**config.mk**
```make
export PLATFORM = sky130hd
export DESIGN_NAME = alu_pipe
export DESIGN_NICKNAME = d
export VERILOG_FILES = /design/src/rtl/alu_pipe.sv
export SDC_FILE = /design/constraint.sdc
export NUM_CORES = 1
export LEC_CHECK = 0
export ABC_AREA = 0
export BUFFER_PORTS_ARGS = -buffer_cell sky130_fd_sc_hd__buf_2
export CORE_UTILIZATION = 40
export DETAILED_ROUTE_END_ITERATION = 10
export MAX_ROUTING_LAYER = met4
export SYNTH_ARGS = -nofsm -noshare
export SYNTH_HDL_FRONTEND = slang
export SYNTH_SLANG_ARGS = --single-unit
```
**constraint.sdc**
```tcl
create_clock -name clk -period 1.9 [get_ports clk]
set_clock_uncertainty 0.05 [all_clocks]
set_input_delay 0.38 -clock clk [delete_from_list [all_inputs] [get_ports clk]]
set_output_delay 0.38 -clock clk [all_outputs]
set_load 0.05 [all_outputs]
```
**src/rtl/alu_pipe.sv**
```systemverilog
// Handshaked ALU with a 1-cycle result path and an iterative signed multiplier.
// MUL is built only with ALU_MUL_EN; it takes WIDTH+1 cycles. Results are held until out_ready.
module alu_pipe #(
  parameter int WIDTH = 32,
  localparam int SHAMT_W = $clog2(WIDTH)
) (
  input  logic             clk,
  input  logic             rst_n,
  input  logic             in_valid,
  output logic             in_ready,
  input  logic [WIDTH-1:0] operand1,
  input  logic [WIDTH-1:0] operand2,
  input  logic [2:0]       alu_op,
  output logic             out_valid,
  input  logic             out_ready,
  output logic [WIDTH-1:0] alu_out,
  output logic             overflow,
  output logic             busy
);

  typedef enum logic {S_IDLE = 1'b0, S_MUL = 1'b1} state_t;

  state_t           state_q, state_d;
  logic             started_q, started_d;
  logic             out_valid_q, out_valid_d;
  logic [WIDTH-1:0] alu_out_q, alu_out_d;
  logic             ovf_q, ovf_d;

  logic             accept;
  logic             is_mul;
  logic [WIDTH-1:0] op_res;
  logic             op_ovf;

  assign in_ready  = started_q && (state_q == S_IDLE) && (!out_valid_q || out_ready);
  assign accept    = in_valid && in_ready;
  assign out_valid = out_valid_q;
  assign alu_out   = alu_out_q;
  assign overflow  = ovf_q;

  // Single-cycle operations; 111 here is the marker used when no multiplier is built.
  always_comb begin
    op_res = '0;
    op_ovf = 1'b0;
    case (alu_op)
      3'b000: op_res = operand1 & operand2;
      3'b001: op_res = operand1 | operand2;
      3'b010: op_res = operand1 ^ operand2;
      3'b011: op_res = {{(WIDTH-1){1'b0}}, ($signed(operand1) < $signed(operand2))};
      3'b100: op_res = $signed(operand1) >>> operand2[SHAMT_W-1:0];
      3'b101: begin
        op_res = operand1 + operand2;
        op_ovf = (operand1[WIDTH-1] == operand2[WIDTH-1]) && (op_res[WIDTH-1] != operand1[WIDTH-1]);
      end
      3'b110: begin
        op_res = operand1 - operand2;
        op_ovf = (operand1[WIDTH-1] != operand2[WIDTH-1]) && (op_res[WIDTH-1] != operand1[WIDTH-1]);
      end
      default: begin
        op_res = '0;
        op_ovf = 1'b1;
      end
    endcase
  end

`ifdef ALU_MUL_EN
  localparam int CNT_W = $clog2(WIDTH + 1);

  logic [2*WIDTH-1:0] acc_q, acc_d, mcand_q, mcand_d;
  logic [WIDTH-1:0]   mplr_q, mplr_d;
  logic [CNT_W-1:0]   cnt_q, cnt_d;
  logic               sign_q, sign_d;

  logic [WIDTH:0]     a_ext, abs_a;
  logic [WIDTH-1:0]   abs_b;
  logic [2*WIDTH-1:0] acc_step, prod;
  logic               mul_ovf;

  assign is_mul = (alu_op == 3'b111);
  assign busy   = (state_q == S_MUL);

  // |A| carries one extra bit so the most-negative operand stays exact.
  assign a_ext    = {operand1[WIDTH-1], operand1};
  assign abs_a    = operand1[WIDTH-1] ? -a_ext : a_ext;
  assign abs_b    = operand2[WIDTH-1] ? -operand2 : operand2;
  assign acc_step = acc_q + (mplr_q[0] ? mcand_q : '0);
  assign prod     = sign_q ? -acc_step : acc_step;
  assign mul_ovf  = (prod[2*WIDTH-1:WIDTH-1] != '0) && (prod[2*WIDTH-1:WIDTH-1] != '1);
`else
  assign is_mul = 1'b0;
  assign busy   = 1'b0;
`endif

  always_comb begin
    state_d     = state_q;
    started_d   = 1'b1;
    out_valid_d = out_valid_q;
    alu_out_d   = alu_out_q;
    ovf_d       = ovf_q;
`ifdef ALU_MUL_EN
    acc_d   = acc_q;
    mcand_d = mcand_q;
    mplr_d  = mplr_q;
    cnt_d   = cnt_q;
    sign_d  = sign_q;
`endif

    if (out_valid_q && out_ready) out_valid_d = 1'b0;

    if (accept && !is_mul) begin
      out_valid_d = 1'b1;
      alu_out_d   = op_res;
      ovf_d       = op_ovf;
    end

`ifdef ALU_MUL_EN
    if (accept && is_mul) begin
      state_d = S_MUL;
      acc_d   = '0;
      mcand_d = {{(WIDTH-1){1'b0}}, abs_a};
      mplr_d  = abs_b;
      sign_d  = operand1[WIDTH-1] ^ operand2[WIDTH-1];
      cnt_d   = CNT_W'(WIDTH);
    end

    // The last shift-add step and the sign fix-up land on the same edge.
    if (state_q == S_MUL) begin
      acc_d   = acc_step;
      mcand_d = mcand_q << 1;
      mplr_d  = mplr_q >> 1;
      cnt_d   = cnt_q - 1'b1;
      if (cnt_q == CNT_W'(1)) begin
        state_d     = S_IDLE;
        out_valid_d = 1'b1;
        alu_out_d   = prod[WIDTH-1:0];
        ovf_d       = mul_ovf;
      end
    end
`endif
  end

  always_ff @(posedge clk or negedge rst_n) begin
    if (!rst_n) begin
      state_q     <= S_IDLE;
      started_q   <= 1'b0;
      out_valid_q <= 1'b0;
      alu_out_q   <= '0;
      ovf_q       <= 1'b0;
    end else begin
      state_q     <= state_d;
      started_q   <= started_d;
      out_valid_q <= out_valid_d;
      alu_out_q   <= alu_out_d;
      ovf_q       <= ovf_d;
    end
  end

`ifdef ALU_MUL_EN
  always_ff @(posedge clk or negedge rst_n) begin
    if (!rst_n) begin
      acc_q   <= '0;
      mcand_q <= '0;
      mplr_q  <= '0;
      cnt_q   <= '0;
      sign_q  <= 1'b0;
    end else begin
      acc_q   <= acc_d;
      mcand_q <= mcand_d;
      mplr_q  <= mplr_d;
      cnt_q   <= cnt_d;
      sign_q  <= sign_d;
    end
  end
`endif

endmodule

```
; ---- Word level (Yosys, flattened, before mapping)
; Index checks and enable logic that the tools add are counted.
[op_classes]
bitwise_logic = 3
n_shift = 1
addsub = 2
mux = 4
order_cmp = 1
n_eq_ne = 10
n_reduce_logical = 10
[op_table]
columns = cell, n
row1 = case mux 32 bit (7 select lines), 1
row2 = adder 32 bit, 1
row3 = AND 32 bit, 1
row4 = < comparator 32 bit, 1
row5 = bitwise OR 32 bit, 1
row6 = >>> shifter 32 x 5 -> 32 bit, 1
row7 = subtractor 32 bit, 1
row8 = bitwise XOR 32 bit, 1
row9 = == test 3 bit (second input constant), 3
row10 = == test 3 x 2 -> 1 bit (second input constant), 2
row11 = logical AND 1 bit, 5
row12 = OR reduction 5 bit, 1
row13 = == test 3 x 1 -> 1 bit (second input constant), 1
row14 = logical NOT 3 bit, 1
row15 = != test 1 bit, 3
row16 = case mux 1 bit (3 select lines), 1
row17 = two-way mux 1 bit, 2
row18 = nonzero test 2 bit, 1
row19 = == test 1 bit, 1
row20 = logical NOT 1 bit, 1
row21 = logical OR 1 bit, 1
[word_totals]
inputBits = 71
output_inout_bits = 36
ff_bits = 35
elab_cells = 35

; ---- Depth between registers and ports, before layout
[logic_depth]
ltp_word = 5
mapped_depth = 14
mapped_depth_nobuf = 12

; ---- Worst setup path after synthesis
; OpenSTA, ideal clock, no wires.
[synth_path]
path_kind = input -> register
from = in operand2[3]
to = reg ovf_q, in the netlist overflow
path_slack_ns = -1.881
t_required_ns = 1.740
t_arrival_ns = 3.621
setup_time_ns = 0.110
path_stages = 14
cell_sequence = inv_1 clkbuf_1 clkbuf_1 ha_1 clkbuf_1 a21oi_1 o21ai_1 a21oi_1 o21ai_1 a311o_1 a41o_1 nand4_1 mux2_2 o41ai_1
[synth_via]
elab_chain_cells = 4
word_cells_on_any_way = 7
classes_between = add/sub (2) / eq/ne (2) / mux (1) / reduce/logical (2)
[synth_rtl]
columns = item, line
row1 = "start, declared", 12  ; input logic [WIDTH-1:0] operand2,
row2 = subtractor 32 bit or adder 32 bit (tied branches), "55, 51"
row3 = != test 1 bit (on tied branches), "56, 52"
row4 = logical AND 1 bit (on tied branches), "56, 52"
row5 = case mux 1 bit (3 select lines) *, 44  ; case (alu_op)
row6 = "end signal, assigned", 153  ; ovf_q <= ovf_d;
row7 = "end, declared", 27  ; logic ovf_q, ovf_d;
; Every way passes the cells marked *; elsewhere a longest branch is shown, timed or not.
; A chain may end at the register's enable or synchronous reset.

; ---- Worst setup path after layout
[layout_path]
from = in operand1[0]
to = reg alu_out_q[26], in the netlist alu_out[26]
[layout_via]
elab_chain_cells = 2
word_cells_on_any_way = 4
classes_between = add/sub (2) / shift (1) / mux (1)
[layout_rtl]
columns = item, line
row1 = "start, declared", 11  ; input logic [WIDTH-1:0] operand1,
row2 = "subtractor 32 bit, or another cell as far along", 55  ; op_res = operand1 - operand2;
row3 = case mux 32 bit (7 select lines) *, 44
row4 = "end signal, assigned", 152  ; alu_out_q <= alu_out_d;
row5 = "end, declared", 26  ; logic [WIDTH-1:0] alu_out_q, alu_out_d;
; Marked as above.

==> impl_metrics.json <==
{
  "ys_seq_area_share_pct": 10.5,
  "diodes": 0,
  "numCtsBuffers": 5,
  "ys.warnings.count": 0,
  "dr_wl_met2_mm": 19.3,
  "fp.dieArea_um2": 21500,
  "grt_start_max_net_pins": 36,
  "synth-edff-count": 0,
  "die_w_um": 147,
  "synth_fp_nets": 1347,
  "slowest_delay_ns": 0.54,
  "syn2layout_area_growth_pct": 71.0,
  "wl_per_cell_um": 22.5,
  "num_rows": 52,
  "fin_setup_tns_ns": -32.42,
  "crit_required_ns": 2.00,
  "cts_root_buf": "clkbuf_16",
  "cap_violations": 0,
  "cts_hold_buffers": 0,
  "end_kind": "register",
  "synth_top_area_share_pct": 15.7,
  "clk_latency_ns": 0.27,
  "maxSlewViolCount": 0,
  "gp_congestion": 0.992,
  "crit_type": "in -> reg",
  "synth_seq_cells": 35,
  "crit_slowest_cell": "or4_4",
  "worst-r2r-setup-slack_ns": 0.01,
  "gr-total-overflow": 0,
  "wl_met3_mm": 4.41,
  "setup_violations": 33,
  "violations": "negative setup slack",
  "rsz0062_at_grt": "true",
  "drive_gt1_share_pct": 48.2,
  "vias": 11700,
  "arrival_ns": 3.35,
  "start_util_pct": 41.0,
  "grt_antenna_before_repair": 0,
  "finalCritPeriodShare_pct": 171,
  "peakVddDrop_mv": 0.454,
  "ios": 107,
  "die_h_um": 147,
  "final_nets": 1871,
  "synthFlopType": "dfrtp_1",
  "dpl-instance-area_um2": 12600,
  "cts_max_level": 2,
  "core_um2": 20400,
  "clockBufferDepth": 2,
  "synth_area_um2": 8350,
  "syn_avg_cell_area_um2": 7.15,
  "synth_largest_area_cell": "ha_1",
  "slew_headroom_pct": 48.6,
  "synthTopCellsByCount": "nand2_1, a21oi_1, ha_1",
  "port-buffer-count": 105,
  "finalPower_w": 0.00671,
  "status": "finished, violations left",
  "wl_mm": 44.2,
  "setup_slack_ns": -1.35,
  "avgViaCountPerCell": 5.98,
  "routed.top_layer": "met4",
  "cts_tree": "yes",
  "synth.most_common_cell": "nand2_1",
  "detail_route.iter0.violations": 1049,
  "hold_path_class": "in -> async",
  "synth_cell_types": 79,
  "grt_pass1_wl_mm": 65.9,
  "cp_max_fo": 2,
  "cts.clk_slew.worst_paths_ns": 0.05,
  "synth_cells": 1169,
  "grt.total_usage_pct": 41.2,
  "power_leakage_nw": 7.00,
  "drc": 0,
  "fmax_mhz": 308,
  "min_period_ns": 3.25,
  "hold_viol": 0,
  "p_per_area_nw_per_um2": 470,
  "cts.sinks": 35,
  "dp_slack_ns": -1.88,
  "firstDrtPassIters": 6,
  "synth_area_leaders": "ha_1, dfrtp_1, mux2i_1, a21oi_1, nand2_1",
  "crit_path_start_kind": "input pin",
  "tightest_slew_ns": 0.770,
  "synthArstFlopShare_pct": 100,
  "ant_nets": 0,
  "design_area_um2": 14300,
  "grt_pass1_vias": 11200,
  "hold_slack_ns": 0.133,
  "dpl.hpwl_mm": 34.3,
  "routedLengthMet1_mm": 19.0,
  "path_cells": "buf_12 -> inv_12 -> ha_4 -> fa_2 -> o21ba_4 -> or4_4 -> a211oi_4 -> o2111ai_2 -> a21oi_2 -> nor4_2 -> a221o_1 -> a222oi_1 -> o21ai_1"
}
[flip-flops by register name, indices dropped and copies added, names as in the netlist]
name,flops
alu_out,32
out_valid,1
overflow,1
started_q,1
[worst max-delay path, delay by kind of cell]
kind            cells  cell delay, ns
compound gates      7            1.74
fa+ha+maj           2            0.50
buf+inv             2            0.12
simple gates        2            0.60
[through the flow]
stage	util, %	std cells
6_report	70.2	1964
3_3_place_gp	61.7	1901
3_5_place_dp	61.7	1901
4_1_cts	68.3	1953
5_1_grt	70.2	1964
2_1_floorplan	-	1169
[layout make-up]
cell class,count,area (µm²)
Fill cell,1703,6080
Inverter,102,435
Clock inverter,1,5.00
Multi-Input combinational cell,946,7820
Sequential cell,35,877
Timing Repair Buffer,603,4680
Clock buffer,7,133
Tap cell,270,338
[layout by cell type, fill, tap and decap left out, types with 7 or more instances in the layout]
| cell | count |
|---|---|
| a31oi_1 | 7 |
| nor3_1 | 19 |
| buf_4 | 458 |
| nor4_1 | 11 |
| a22o_1 | 9 |
| nand2_1 | 116 |
| o221ai_1 | 13 |
| a211oi_2 | 8 |
| a21oi_1 | 76 |
| mux4_2 | 12 |
| o31ai_1 | 7 |
| o21ai_1 | 19 |
| buf_2 | 95 |
| mux2i_1 | 47 |
| o21bai_1 | 12 |
| a211oi_1 | 8 |
| xnor2_1 | 8 |
| and3_1 | 8 |
| inv_2 | 9 |
| nor2_1 | 80 |
| ha_1 | 88 |
| nand2b_1 | 7 |
| o22ai_1 | 25 |
| nand3_1 | 17 |
| a21o_1 | 20 |
| inv_1 | 82 |
| a21oi_2 | 24 |
| o211ai_1 | 15 |
| o21ai_0 | 42 |
| buf_6 | 28 |
| o21ai_2 | 20 |
| buf_12 | 11 |
| dfrtp_1 | 34 |
| a221o_1 | 11 |
| nor2_2 | 9 |
| ha_4 | 15 |
[power breakdown]
group          internal (W)  switching (W)
Clock              0.000484       0.000284
Sequential         0.000879      0.0000745
Combinational       0.00215        0.00284
[worst paths after layout]
kind | from | to | cells past startpoint
min reg2reg | alu_out[7] | alu_out[7] | 2
max in group asynchronous | rst_n | out_valid | 1
min | rst_n | alu_out[5] | 1
max reg2reg | out_valid | alu_out[29] | 7
max | operand1[0] | alu_out[26] | 13
min in group clk | out_ready | out_valid | 4
[metal layers]
| metal | track usage (%) | up-vias |
|---|---|---|
| met5 | - | - |
| met4 | 10.7 | 0 |
| met3 | 4.09 | 108 |
| met2 | 63.0 | 666 |
| met1 | 57.5 | 5625 |
| li1 | - | 5338 |
[logic make-up after synthesis]
family / Yosys count / share of synthesized area [%]
xor+xnor: 14 / 1.47
flops: 35 / 10.5
other cells: 2 / 0.0899
mux: 79 / 11.4
buf+inv: 188 / 8.61
simple gates: 319 / 17.4
fa+ha+maj: 107 / 16.2
compound gates: 425 / 34.4
[timing repair]
item / CTS / global route
pin swaps: 93 / 60
endpoints found under the setup margin: 33 / 33
setup buffers: 43 / 17
gates cloned: 4 / 0
gates resized for setup: 174 / 70
No activity file was read; power rests on OpenSTA's default activity.
